$ cat src/rtl/cpu_pkg.sv
// Shared fetch-path constants and types: fetch group width, queue depth, reset PC, word-address width.
// No logic; pure declarations.
// No backpressure; declarations only.
package cpu_pkg;
    localparam int FETCH_WIDTH = 4;
    localparam int WADDR_W     = 15;
    localparam int QDEPTH      = 8;
    localparam logic [WADDR_W-1:0] RESET_PC = '0;

    typedef logic [WADDR_W-1:0] waddr_t;
    typedef logic [15:0]        inst_t;

    typedef struct packed {
        inst_t  inst;
        waddr_t pc;
    } qentry_t;
endpackage

$ cat src/rtl/fetch_if.sv
// Fetch unit bus: instruction-memory lanes, redirect, and instruction-queue head window.
// No logic; combinational wiring only.
// Memory backpressure via fetch_stall; downstream consumes via take.
interface fetch_if;
    import cpu_pkg::*;

    waddr_t          fetch_addr0, fetch_addr1, fetch_addr2, fetch_addr3;
    logic            fetch_stall;
    inst_t           fetch_data0, fetch_data1, fetch_data2, fetch_data3;
    logic            redirect;
    waddr_t          redirect_pc;
    logic [3:0]      out_valid;
    inst_t           out_inst0, out_inst1, out_inst2, out_inst3;
    waddr_t          out_pc0, out_pc1, out_pc2, out_pc3;
    logic [2:0]      take;

    modport master (
        output fetch_addr0, fetch_addr1, fetch_addr2, fetch_addr3, fetch_stall,
        input  fetch_data0, fetch_data1, fetch_data2, fetch_data3,
        input  redirect, redirect_pc, take,
        output out_valid, out_inst0, out_inst1, out_inst2, out_inst3,
        output out_pc0, out_pc1, out_pc2, out_pc3
    );

    modport slave (
        input  fetch_addr0, fetch_addr1, fetch_addr2, fetch_addr3, fetch_stall,
        output fetch_data0, fetch_data1, fetch_data2, fetch_data3,
        output redirect, redirect_pc, take,
        input  out_valid, out_inst0, out_inst1, out_inst2, out_inst3,
        input  out_pc0, out_pc1, out_pc2, out_pc3
    );
endinterface

$ cat src/rtl/fetch_queue.sv
// Circular instruction queue: 4-wide enqueue, up to 4-wide dequeue, synchronous flush.
// Latency: enqueued entries visible on outputs the cycle after the write edge.
// Backpressure: enq_rdy low when the group would not fit after this cycle's dequeue.
module fetch_queue import cpu_pkg::*; #(
    parameter int QDEPTH = cpu_pkg::QDEPTH
) (
    input  logic                   clk,
    input  logic                   reset,
    input  logic                   flush,
    input  logic                   enq_vld,
    input  qentry_t                enq_dat [FETCH_WIDTH],
    input  logic [2:0]             take,
    output logic                   enq_rdy,
    output logic [FETCH_WIDTH-1:0] out_vld,
    output qentry_t                out_dat [FETCH_WIDTH]
);
    localparam int PW = $clog2(QDEPTH);
    localparam int CW = $clog2(QDEPTH + 1);

    qentry_t       mem_q [QDEPTH];
    qentry_t       mem_d [QDEPTH];
    logic [PW-1:0] head_q, head_d, tail_q, tail_d;
    logic [CW-1:0] count_q, count_d;
    logic [CW-1:0] eff_take;

    always_comb begin
        eff_take = (CW'(take) > count_q) ? count_q : CW'(take);
        enq_rdy  = (int'(count_q) - int'(eff_take) + FETCH_WIDTH) <= QDEPTH;
        mem_d    = mem_q;
        head_d   = head_q;
        tail_d   = tail_q;
        count_d  = count_q;
        if (flush) begin
            head_d  = '0;
            tail_d  = '0;
            count_d = '0;
        end else begin
            head_d  = PW'((int'(head_q) + int'(eff_take)) % QDEPTH);
            count_d = count_q - eff_take;
            if (enq_vld && enq_rdy) begin
                for (int k = 0; k < FETCH_WIDTH; k++) begin
                    mem_d[PW'((int'(tail_q) + k) % QDEPTH)] = enq_dat[k];
                end
                tail_d  = PW'((int'(tail_q) + FETCH_WIDTH) % QDEPTH);
                count_d = count_d + CW'(FETCH_WIDTH);
            end
        end
    end

    always_ff @(posedge clk) begin
        if (reset) begin
            head_q  <= '0;
            tail_q  <= '0;
            count_q <= '0;
        end else begin
            head_q  <= head_d;
            tail_q  <= tail_d;
            count_q <= count_d;
        end
    end

    // Storage needs no reset: count gates visibility.
    always_ff @(posedge clk) begin
        mem_q <= mem_d;
    end

    always_comb begin
        for (int k = 0; k < FETCH_WIDTH; k++) begin
            out_vld[k] = int'(count_q) > k;
            out_dat[k] = mem_q[PW'((int'(head_q) + k) % QDEPTH)];
        end
    end
endmodule

$ cat src/rtl/fetch_unit.sv
// Fetch control: issues 4-word groups to memory, tracks the in-flight group, feeds fetch_queue.
// Latency: address cycle N, enqueue at end of N+1, out_valid[0] at N+2.
// Backpressure: fetch_stall holds memory when the queue cannot take the in-flight group.
module fetch_unit import cpu_pkg::*; #(
    parameter int     QDEPTH   = cpu_pkg::QDEPTH,
    parameter waddr_t RESET_PC = cpu_pkg::RESET_PC
) (
    input logic      clk,
    input logic      reset,
    fetch_if.master  bus
);
    waddr_t                 fetch_pc_q, fetch_pc_d;
    waddr_t                 inflight_pc_q, inflight_pc_d;
    logic                   inflight_vld_q, inflight_vld_d;
    waddr_t                 base_pc;
    logic                   fetch_stall;
    logic                   enq_vld, enq_rdy, flush;
    inst_t                  fetch_dat [FETCH_WIDTH];
    qentry_t                enq_dat [FETCH_WIDTH];
    qentry_t                out_dat [FETCH_WIDTH];
    logic [FETCH_WIDTH-1:0] q_vld;

    assign fetch_dat[0] = bus.fetch_data0;
    assign fetch_dat[1] = bus.fetch_data1;
    assign fetch_dat[2] = bus.fetch_data2;
    assign fetch_dat[3] = bus.fetch_data3;

    always_comb begin
        fetch_pc_d     = fetch_pc_q;
        inflight_pc_d  = inflight_pc_q;
        inflight_vld_d = inflight_vld_q;
        base_pc        = fetch_pc_q;
        fetch_stall    = 1'b0;
        enq_vld        = 1'b0;
        flush          = 1'b0;
        if (reset) begin
            base_pc = RESET_PC;
        end else if (redirect_active()) begin
            base_pc        = bus.redirect_pc;
            flush          = 1'b1;
            inflight_vld_d = 1'b1;
            inflight_pc_d  = bus.redirect_pc;
            fetch_pc_d     = bus.redirect_pc + waddr_t'(FETCH_WIDTH);
        end else if (inflight_vld_q && !enq_rdy) begin
            // Memory keeps its latched group, so report those addresses while stalled.
            base_pc     = inflight_pc_q;
            fetch_stall = 1'b1;
        end else begin
            enq_vld        = inflight_vld_q;
            inflight_vld_d = 1'b1;
            inflight_pc_d  = fetch_pc_q;
            fetch_pc_d     = fetch_pc_q + waddr_t'(FETCH_WIDTH);
        end
        for (int k = 0; k < FETCH_WIDTH; k++) begin
            enq_dat[k].inst = fetch_dat[k];
            enq_dat[k].pc   = inflight_pc_q + waddr_t'(k);
        end
    end

    function automatic logic redirect_active();
        return bus.redirect;
    endfunction

    always_ff @(posedge clk) begin
        if (reset) begin
            fetch_pc_q     <= RESET_PC;
            inflight_pc_q  <= RESET_PC;
            inflight_vld_q <= 1'b0;
        end else begin
            fetch_pc_q     <= fetch_pc_d;
            inflight_pc_q  <= inflight_pc_d;
            inflight_vld_q <= inflight_vld_d;
        end
    end

    fetch_queue #(.QDEPTH(QDEPTH)) u_queue (
        .clk     (clk),
        .reset   (reset),
        .flush   (flush),
        .enq_vld (enq_vld),
        .enq_dat (enq_dat),
        .take    (bus.take),
        .enq_rdy (enq_rdy),
        .out_vld (q_vld),
        .out_dat (out_dat)
    );

    assign bus.fetch_stall = fetch_stall;
    assign bus.fetch_addr0 = base_pc;
    assign bus.fetch_addr1 = base_pc + waddr_t'(1);
    assign bus.fetch_addr2 = base_pc + waddr_t'(2);
    assign bus.fetch_addr3 = base_pc + waddr_t'(3);
    assign bus.out_valid   = reset ? '0 : q_vld;
    assign bus.out_inst0   = out_dat[0].inst;
    assign bus.out_inst1   = out_dat[1].inst;
    assign bus.out_inst2   = out_dat[2].inst;
    assign bus.out_inst3   = out_dat[3].inst;
    assign bus.out_pc0     = out_dat[0].pc;
    assign bus.out_pc1     = out_dat[1].pc;
    assign bus.out_pc2     = out_dat[2].pc;
    assign bus.out_pc3     = out_dat[3].pc;
endmodule
$ cat src/flat_wrapper.sv
// flat-port wrapper written by rule: the top's interface ports become plain ports
module fetch_unit_flat import cpu_pkg::*;
#(
    parameter int     QDEPTH   = cpu_pkg::QDEPTH,
    parameter waddr_t RESET_PC = cpu_pkg::RESET_PC
)
  (clk, reset, bus_fetch_addr0, bus_fetch_addr1, bus_fetch_addr2, bus_fetch_addr3, bus_fetch_stall, bus_fetch_data0, bus_fetch_data1, bus_fetch_data2, bus_fetch_data3, bus_redirect, bus_redirect_pc, bus_take, bus_out_valid, bus_out_inst0, bus_out_inst1, bus_out_inst2, bus_out_inst3, bus_out_pc0, bus_out_pc1, bus_out_pc2, bus_out_pc3);
  fetch_if bus_i ();
  input logic clk;
  input logic reset;
  output wire logic [$bits(bus_i.fetch_addr0)-1:0] bus_fetch_addr0;
  output wire logic [$bits(bus_i.fetch_addr1)-1:0] bus_fetch_addr1;
  output wire logic [$bits(bus_i.fetch_addr2)-1:0] bus_fetch_addr2;
  output wire logic [$bits(bus_i.fetch_addr3)-1:0] bus_fetch_addr3;
  output wire logic [$bits(bus_i.fetch_stall)-1:0] bus_fetch_stall;
  input wire logic [$bits(bus_i.fetch_data0)-1:0] bus_fetch_data0;
  input wire logic [$bits(bus_i.fetch_data1)-1:0] bus_fetch_data1;
  input wire logic [$bits(bus_i.fetch_data2)-1:0] bus_fetch_data2;
  input wire logic [$bits(bus_i.fetch_data3)-1:0] bus_fetch_data3;
  input wire logic [$bits(bus_i.redirect)-1:0] bus_redirect;
  input wire logic [$bits(bus_i.redirect_pc)-1:0] bus_redirect_pc;
  input wire logic [$bits(bus_i.take)-1:0] bus_take;
  output wire logic [$bits(bus_i.out_valid)-1:0] bus_out_valid;
  output wire logic [$bits(bus_i.out_inst0)-1:0] bus_out_inst0;
  output wire logic [$bits(bus_i.out_inst1)-1:0] bus_out_inst1;
  output wire logic [$bits(bus_i.out_inst2)-1:0] bus_out_inst2;
  output wire logic [$bits(bus_i.out_inst3)-1:0] bus_out_inst3;
  output wire logic [$bits(bus_i.out_pc0)-1:0] bus_out_pc0;
  output wire logic [$bits(bus_i.out_pc1)-1:0] bus_out_pc1;
  output wire logic [$bits(bus_i.out_pc2)-1:0] bus_out_pc2;
  output wire logic [$bits(bus_i.out_pc3)-1:0] bus_out_pc3;
  assign bus_fetch_addr0 = bus_i.fetch_addr0;
  assign bus_fetch_addr1 = bus_i.fetch_addr1;
  assign bus_fetch_addr2 = bus_i.fetch_addr2;
  assign bus_fetch_addr3 = bus_i.fetch_addr3;
  assign bus_fetch_stall = bus_i.fetch_stall;
  assign bus_i.fetch_data0 = bus_fetch_data0;
  assign bus_i.fetch_data1 = bus_fetch_data1;
  assign bus_i.fetch_data2 = bus_fetch_data2;
  assign bus_i.fetch_data3 = bus_fetch_data3;
  assign bus_i.redirect = bus_redirect;
  assign bus_i.redirect_pc = bus_redirect_pc;
  assign bus_i.take = bus_take;
  assign bus_out_valid = bus_i.out_valid;
  assign bus_out_inst0 = bus_i.out_inst0;
  assign bus_out_inst1 = bus_i.out_inst1;
  assign bus_out_inst2 = bus_i.out_inst2;
  assign bus_out_inst3 = bus_i.out_inst3;
  assign bus_out_pc0 = bus_i.out_pc0;
  assign bus_out_pc1 = bus_i.out_pc1;
  assign bus_out_pc2 = bus_i.out_pc2;
  assign bus_out_pc3 = bus_i.out_pc3;
  fetch_unit #(.QDEPTH(QDEPTH), .RESET_PC(RESET_PC)) u_core (.clk(clk), .reset(reset), .bus(bus_i));
endmodule
$ cat config.mk
export PLATFORM = sky130hd
export DESIGN_NAME = fetch_unit_flat
export DESIGN_NICKNAME = d
export VERILOG_FILES = /design/src/rtl/cpu_pkg.sv /design/src/rtl/fetch_if.sv /design/src/rtl/fetch_queue.sv /design/src/rtl/fetch_unit.sv /design/src/flat_wrapper.sv
export SDC_FILE = /design/constraint.sdc
export NUM_CORES = 1
export LEC_CHECK = 0
export BUFFER_PORTS_ARGS = -buffer_cell sky130_fd_sc_hd__buf_2
export CAP_MARGIN = 15
export CORE_UTILIZATION = 55
export CTS_CLUSTER_SIZE = 24
export DETAILED_ROUTE_END_ITERATION = 7
export GPL_TIMING_DRIVEN = 0
export PLACE_DENSITY_LB_ADDON = 0.2
export SKIP_CTS_REPAIR_TIMING = 1
export SLEW_MARGIN = 25
export SYNTH_ARGS = -nofsm -noshare
export SYNTH_HDL_FRONTEND = slang
export SYNTH_SLANG_ARGS = --single-unit
$ cat constraint.sdc
create_clock -name clk -period 23.2 [get_ports clk]
set_clock_uncertainty 0.05 [all_clocks]
set_input_delay 6.96 -clock clk [delete_from_list [all_inputs] [get_ports clk]]
set_output_delay 6.96 -clock clk [all_outputs]
set_load 0.1 [all_outputs]
---- Yosys cells after proc, flatten, opt, wreduce, memory -nomap -nowiden ----
Cells that the tools add are included.
storage, ports and cells
  bits in registers ....................... 289
  bits of input ports ..................... 85
  output and inout port bits .............. 189
  word-level logic and storage cells ...... 121
operators by class
  add/subtract/negate cells ............... 20
  magnitude comparators ................... 18
  equality and inequality tests ........... 1
  multiplexer cells ....................... 42
  bitwise logic cells ..................... 9
  reduce and logical (&&, ||, !) cells .... 9
operator list
  kind                   count
  $bwmux 248             4
  $bmux 31 s3            4
  $demux 31 s3           4
  $mux 31                12
  $mux 15                5
  $add 15x2->15 const B  4
  $ge 3x4->1 const B     8
  $add 15x1->15 const B  2
  $add 15x3->15 const B  2
  $not 3->3              8
  $add 3x2->3 const B    4
  $lt 3x1->1 const B     4
  $mux 4                 3
  $mux 1                 10
  $gt 4x1->1 const B     2
  $gt 4x2->1 const B     2
  $add 3x1->3 const B    2
  $add 5x4->6 const B    1
  $le 6x5->1 const B     1
  $logic_and 1x1->1      6
  $sub 4x4->5            1
  $add 4x3->4 const B    1
  $gt 3x4->1             1
  $sub 4x4->4            1
  7 further kinds        7

---- Depth between registers and ports, before layout ----
  depth after elaboration ................. 12
  depth in mapped cells ................... 26
  mapped depth without buffers ............ 25

---- Cells and area by module ----
A second synthesis with hierarchy kept.
unflattened totals
  cells, all modules ...................... 1,004
  area total of the unflattened synthesis .. 11,274.6 µm²
by module, submodules not included
  module       times used  cells an instance  area an instance (µm²)
  fetch_queue  1           566                7,928.9
  fetch_unit   1           438                3,345.7

---- Least setup slack after synthesis ----
OpenSTA, ideal clock, no wires.
  path type ............................... input -> output
  from .................................... in bus_take[1]
  to ...................................... out bus_fetch_addr1[14]
  arrival time ............................ 15.653 ns
  data required time ...................... 16.190 ns
  slack ................................... 0.537 ns
  stages on the path ...................... 20
  path buffers ............................ 0
  cells stage by stage .................... ha_1 > a21o_1 > a21oi_1 > a311oi_1 > mux2_2 > inv_1 > ha_1 > nand2b_1 > nand2b_1 > a21oi_1 > xor2_1 > ha_1 > xnor2_1 > a211oi_4 > o311ai_1 > inv_2 > ha_1 > nand3_1 > and4bb_1 > xor2_1
between the ends
  cells in the longest elaborated chain, start to end .. 11
RTL lines
  what                    line                RTL
  start: declaration      flat_wrapper.sv:22  input wire logic [$bits(bus_i.take)-1:0] bus_take;
  $gt 3x4->1              fetch_queue.sv:27   eff_take = (CW'(take) > count_q) ? count_q : CW'(take);
  $mux 4 *                fetch_queue.sv:27
  $sub 4x4->5 *           fetch_queue.sv:28   enq_rdy = (int'(count_q) - int'(eff_take) + FETCH_WIDTH) <= QDEPTH;
  $add 5x4->6 *           fetch_queue.sv:28
  $le 6x5->1 *            fetch_queue.sv:28
  $logic_not 1->1 *       fetch_unit.sv:44    end else if (inflight_vld_q && !enq_rdy) begin
  $logic_and 1x1->1 *     fetch_unit.sv:44
  $mux 15 *               fetch_unit.sv:44
  $mux 15 *               fetch_unit.sv:38    end else if (redirect_active()) begin
  $mux 15 *               -
  via bus_fetch_addr0[0]  flat_wrapper.sv:11  output wire logic [$bits(bus_i.fetch_addr0)-1:0] bus_fetch_addr0;
  $add 15x1->15 *         fetch_unit.sv:90    assign bus.fetch_addr1 = base_pc + waddr_t'(1);
  end: declaration        flat_wrapper.sv:12  output wire logic [$bits(bus_i.fetch_addr1)-1:0] bus_fetch_addr1;
The timed path passes the listed nets; every way through them passes the cells marked *.

---- Final worst setup path ----
  from .................................... in bus_take[1]
  to ...................................... out bus_fetch_addr1[13]
between the ends
  cells in the longest elaborated chain, start to end .. 11
RTL lines
  what                 line
  $gt 3x4->1           fetch_queue.sv:27
  $mux 4 *             fetch_queue.sv:27
  $sub 4x4->5 *        fetch_queue.sv:28
  $add 5x4->6 *        fetch_queue.sv:28
  $le 6x5->1 *         fetch_queue.sv:28
  $logic_not 1->1 *    fetch_unit.sv:44
  $logic_and 1x1->1 *  fetch_unit.sv:44
  $mux 15 *            fetch_unit.sv:44
  $mux 15 *            fetch_unit.sv:38
  $mux 15 *            -
  $add 15x1->15 *      fetch_unit.sv:90
Every way passes the cells marked *; elsewhere a longest branch is shown, timed or not.

==> impl_results.md <==
* Die area at 20900 sq um
* CTS Buf Count at 17
* CTS Sinks at 162
* Row count at 51
* TritonRoute pass-1 iters at 6
* Max Cap Violations at 0
* H-tree depth at 4
* Most used cell, CP: ha_1
* Chip height at 145 microns
* CTS root buf: clkbuf_16
* Main combinational cell family by area after synthesis: multiplexers
* Post-DP HPWL at 26700 microns
* Core Region at 19700 sq um
* Final Cycle Share at 84.6%
* Worst path slowest cell: a311oi_1
* Mux share of post-synthesis cell area at 18.8%
* Cells after Synth at 1022
* Adder-cell share of the synthesized area at 2.60%
* GRT Residual Overflow at 0
* Synth warn at 0
* Minimum period implied by the final worst setup slack at 19630 ps
* Final setup violation count at 0
* WL per Instance at 22.0 microns
* Clk pin slew, worst setup/hold paths at 60 ps
* Layout fillers at 1498
* Simple-gate share of the synthesized area at 15.8%
* Max incr delay on CP at 510 ps
* Worst Max-Slew Pin Slew at 972 ps
* IO Port Bufs at 272
* Via count at 9814
* Vias per inst at 6.11
* Most frequent cells in the layout: 278 x buf_2, 123 x edfxtp_1, 83 x nor2_1
* CP Cell Sequence: buf_2 > ha_1 > a21o_1 > a21oi_1 > a311oi_1 > mux2_2 > inv_1 > ha_1 > nand2b_1 > nand2b_1 > a21oi_1 > xor2_1 > ha_1 > and2_1 > o211ai_1 > buf_2 > a221oi_1 > nand2b_1 > inv_1 > ha_1 > nand4_1 > nor3_1 > xnor2_1 > buf_2
* RD Place Congestion at 0.954
* Startpoint type of the worst setup path: primary input
* Mapped Avg Cell Area at 10.9 sq um
* Final hold vios at 0
* Initial antenna violation count at 4
* Post-Route WL at 35400 microns
* Post-Synth XOR/XNOR Area at 8.23%
* Yosys cell types at 65
* Hold Crit Class: register to register
* Worst hold slack at 385 ps
* Asr flop ratio synth at 0%
* Gr usage total at 34.2%
* Drt initial violations at 961
* Flops & latches, synth at 162
* Post-synthesis compound-gate area fraction at 10.2%
* Number of synthesized flops with an enable pin at 123
* Area grow syn2layout at 21.7%
* Sequential element share of the synthesized area at 40.1%
* ANT nets after route at 0
* Die W at 145 microns
* Vias in the first global route at 9230
* Fraction of layout cells with a size suffix above 1 at 30.8%
* Status: completed
* Largest net degree at the start of global routing at 17
* Leading cell type in the layout, fill and taps excluded: buf_2
* Initial Utilization at 56.8%
* CP Data Arrival Time at 12620 ps
* CP Max Fanout at 10
* Setup tns final at 0 ps
* I/O pins at 274
* Slew Limit Fails at 0
* Flop2flop setup slack at 17600 ps
* Crit end category: output pin
* WP data required at 16190 ps
* RSZ-0062 raised after global routing: no
* First-pass GRT wire length at 52400 microns
* CTS tree: done
* Synthesized net count at 1129
* Most frequently used flop master after synthesis: edfxtp_1
* Max Clock Freq at 50.9 MHz
* Net count, final at 1433
* Setup CP Type: primary input to output pin
* CTS max path bufs at 2
* Worst-Skew Late Latency at 430 ps
* Number of remaining DRC errors at 0
* Slew headroom at 35.2%
* Mapped Area at 11200 sq um
registers in the layout, summed over array words and instances, names as in the netlist:
name	count
u_core.u_queue.head_q	3
u_core.inflight_pc_q	15
u_core.u_queue.mem_q	123
u_core.fetch_pc_q	15
u_core.inflight_vld_q	1
u_core.u_queue.tail_q	1
u_core.u_queue.count_q	4
cell usage after synthesis, types with 20 or more instances:
library cell / instances / area share (%)
nand2_1: 41 / 1.4
and2_1: 39 / 2.2
xnor2_1: 68 / 5.3
mux2i_1: 70 / 6.3
xor2_1: 37 / 2.9
a211oi_1: 47 / 3.2
nor2b_1: 81 / 4.5
dfxtp_1: 39 / 7.0
o22ai_1: 31 / 1.7
clkbuf_1: 61 / 2.0
nand3_1: 23 / 1.0
edfxtp_1: 123 / 33
nor2_1: 83 / 2.8
inv_1: 28 / 0.94
mux4_2: 60 / 12
ha_1: 20 / 2.2
per-stage QoR:
step	util (%)	worst slack, ps	std cells	instance area [sq um]
finish	69.2	3570	1607	13600
global route	69.2	3140	1605	13600
CTS	69.1	3590	1604	13600
detailed placement	66.0	3620	1572	13000
global placement	65.5	756	1559	12900
floorplan	-	537	1022	11200
logic make-up (layout without fill, tap and decap cells):
logic type / count (synthesis) / after routing
flops: 162 / 162
buf+inv: 119 / 436
compound gates: 149 / 149
fa+ha+maj: 22 / 22
xor+xnor: 105 / 105
other cells: 0 / 3
simple gates: 331 / 331
mux: 134 / 134
layout make-up:
| class | count | area (sq um) | share of cell area [%] |
|---|---|---|---|
| antenna | 3 | 7.51 | 0.0552 |
| buffer | 88 | 362 | 2.66 |
| clock buffer | 18 | 429 | 3.16 |
| clock inverter | 14 | 186 | 1.37 |
| inverter | 31 | 116 | 0.856 |
| multi-input combinational | 741 | 6220 | 45.8 |
| sequential | 162 | 4470 | 32.9 |
| tap | 265 | 332 | 2.44 |
| timing repair buffer | 285 | 1470 | 10.8 |
worst max-delay path: cells and delay by family:
kind,cells,cell delay (ps)
muxes,1,440
xor gates and xnor gates,2,360
adders and majority gates,4,1110
buffers and inverters,5,1160
and+or+nand+nor,6,1270
AOI/OAI and AO/OA,6,1330
final timing paths:
kind,start,endpoint,cells past startpoint
max,bus_take[1],bus_fetch_addr1[13],24
min,u_core.inflight_pc_q[9]$_DFF_P_,u_core.u_queue.mem_q[226]$_DFFE_PP_,0
max reg2reg,u_core.u_queue.count_q[1]$_SDFF_PP0_,u_core.u_queue.mem_q[141]$_DFFE_PP_,21
min reg2reg,u_core.inflight_pc_q[9]$_DFF_P_,u_core.u_queue.mem_q[226]$_DFFE_PP_,0
routing by layer:
metal / vias up / GRT usage (%) / routed length [microns]
li1: 4384 / - / -
met1: 4710 / 41.5 / 13100
met2: 616 / 57.7 / 17100
met3: 102 / 7.81 / 3750
met4: 2 / 15.7 / 1430
met5: - / 0 / 12
Power is left out: the tool's default activity adds up to more than one toggle a clock period on the data nets, which glitch-free logic cannot reach.
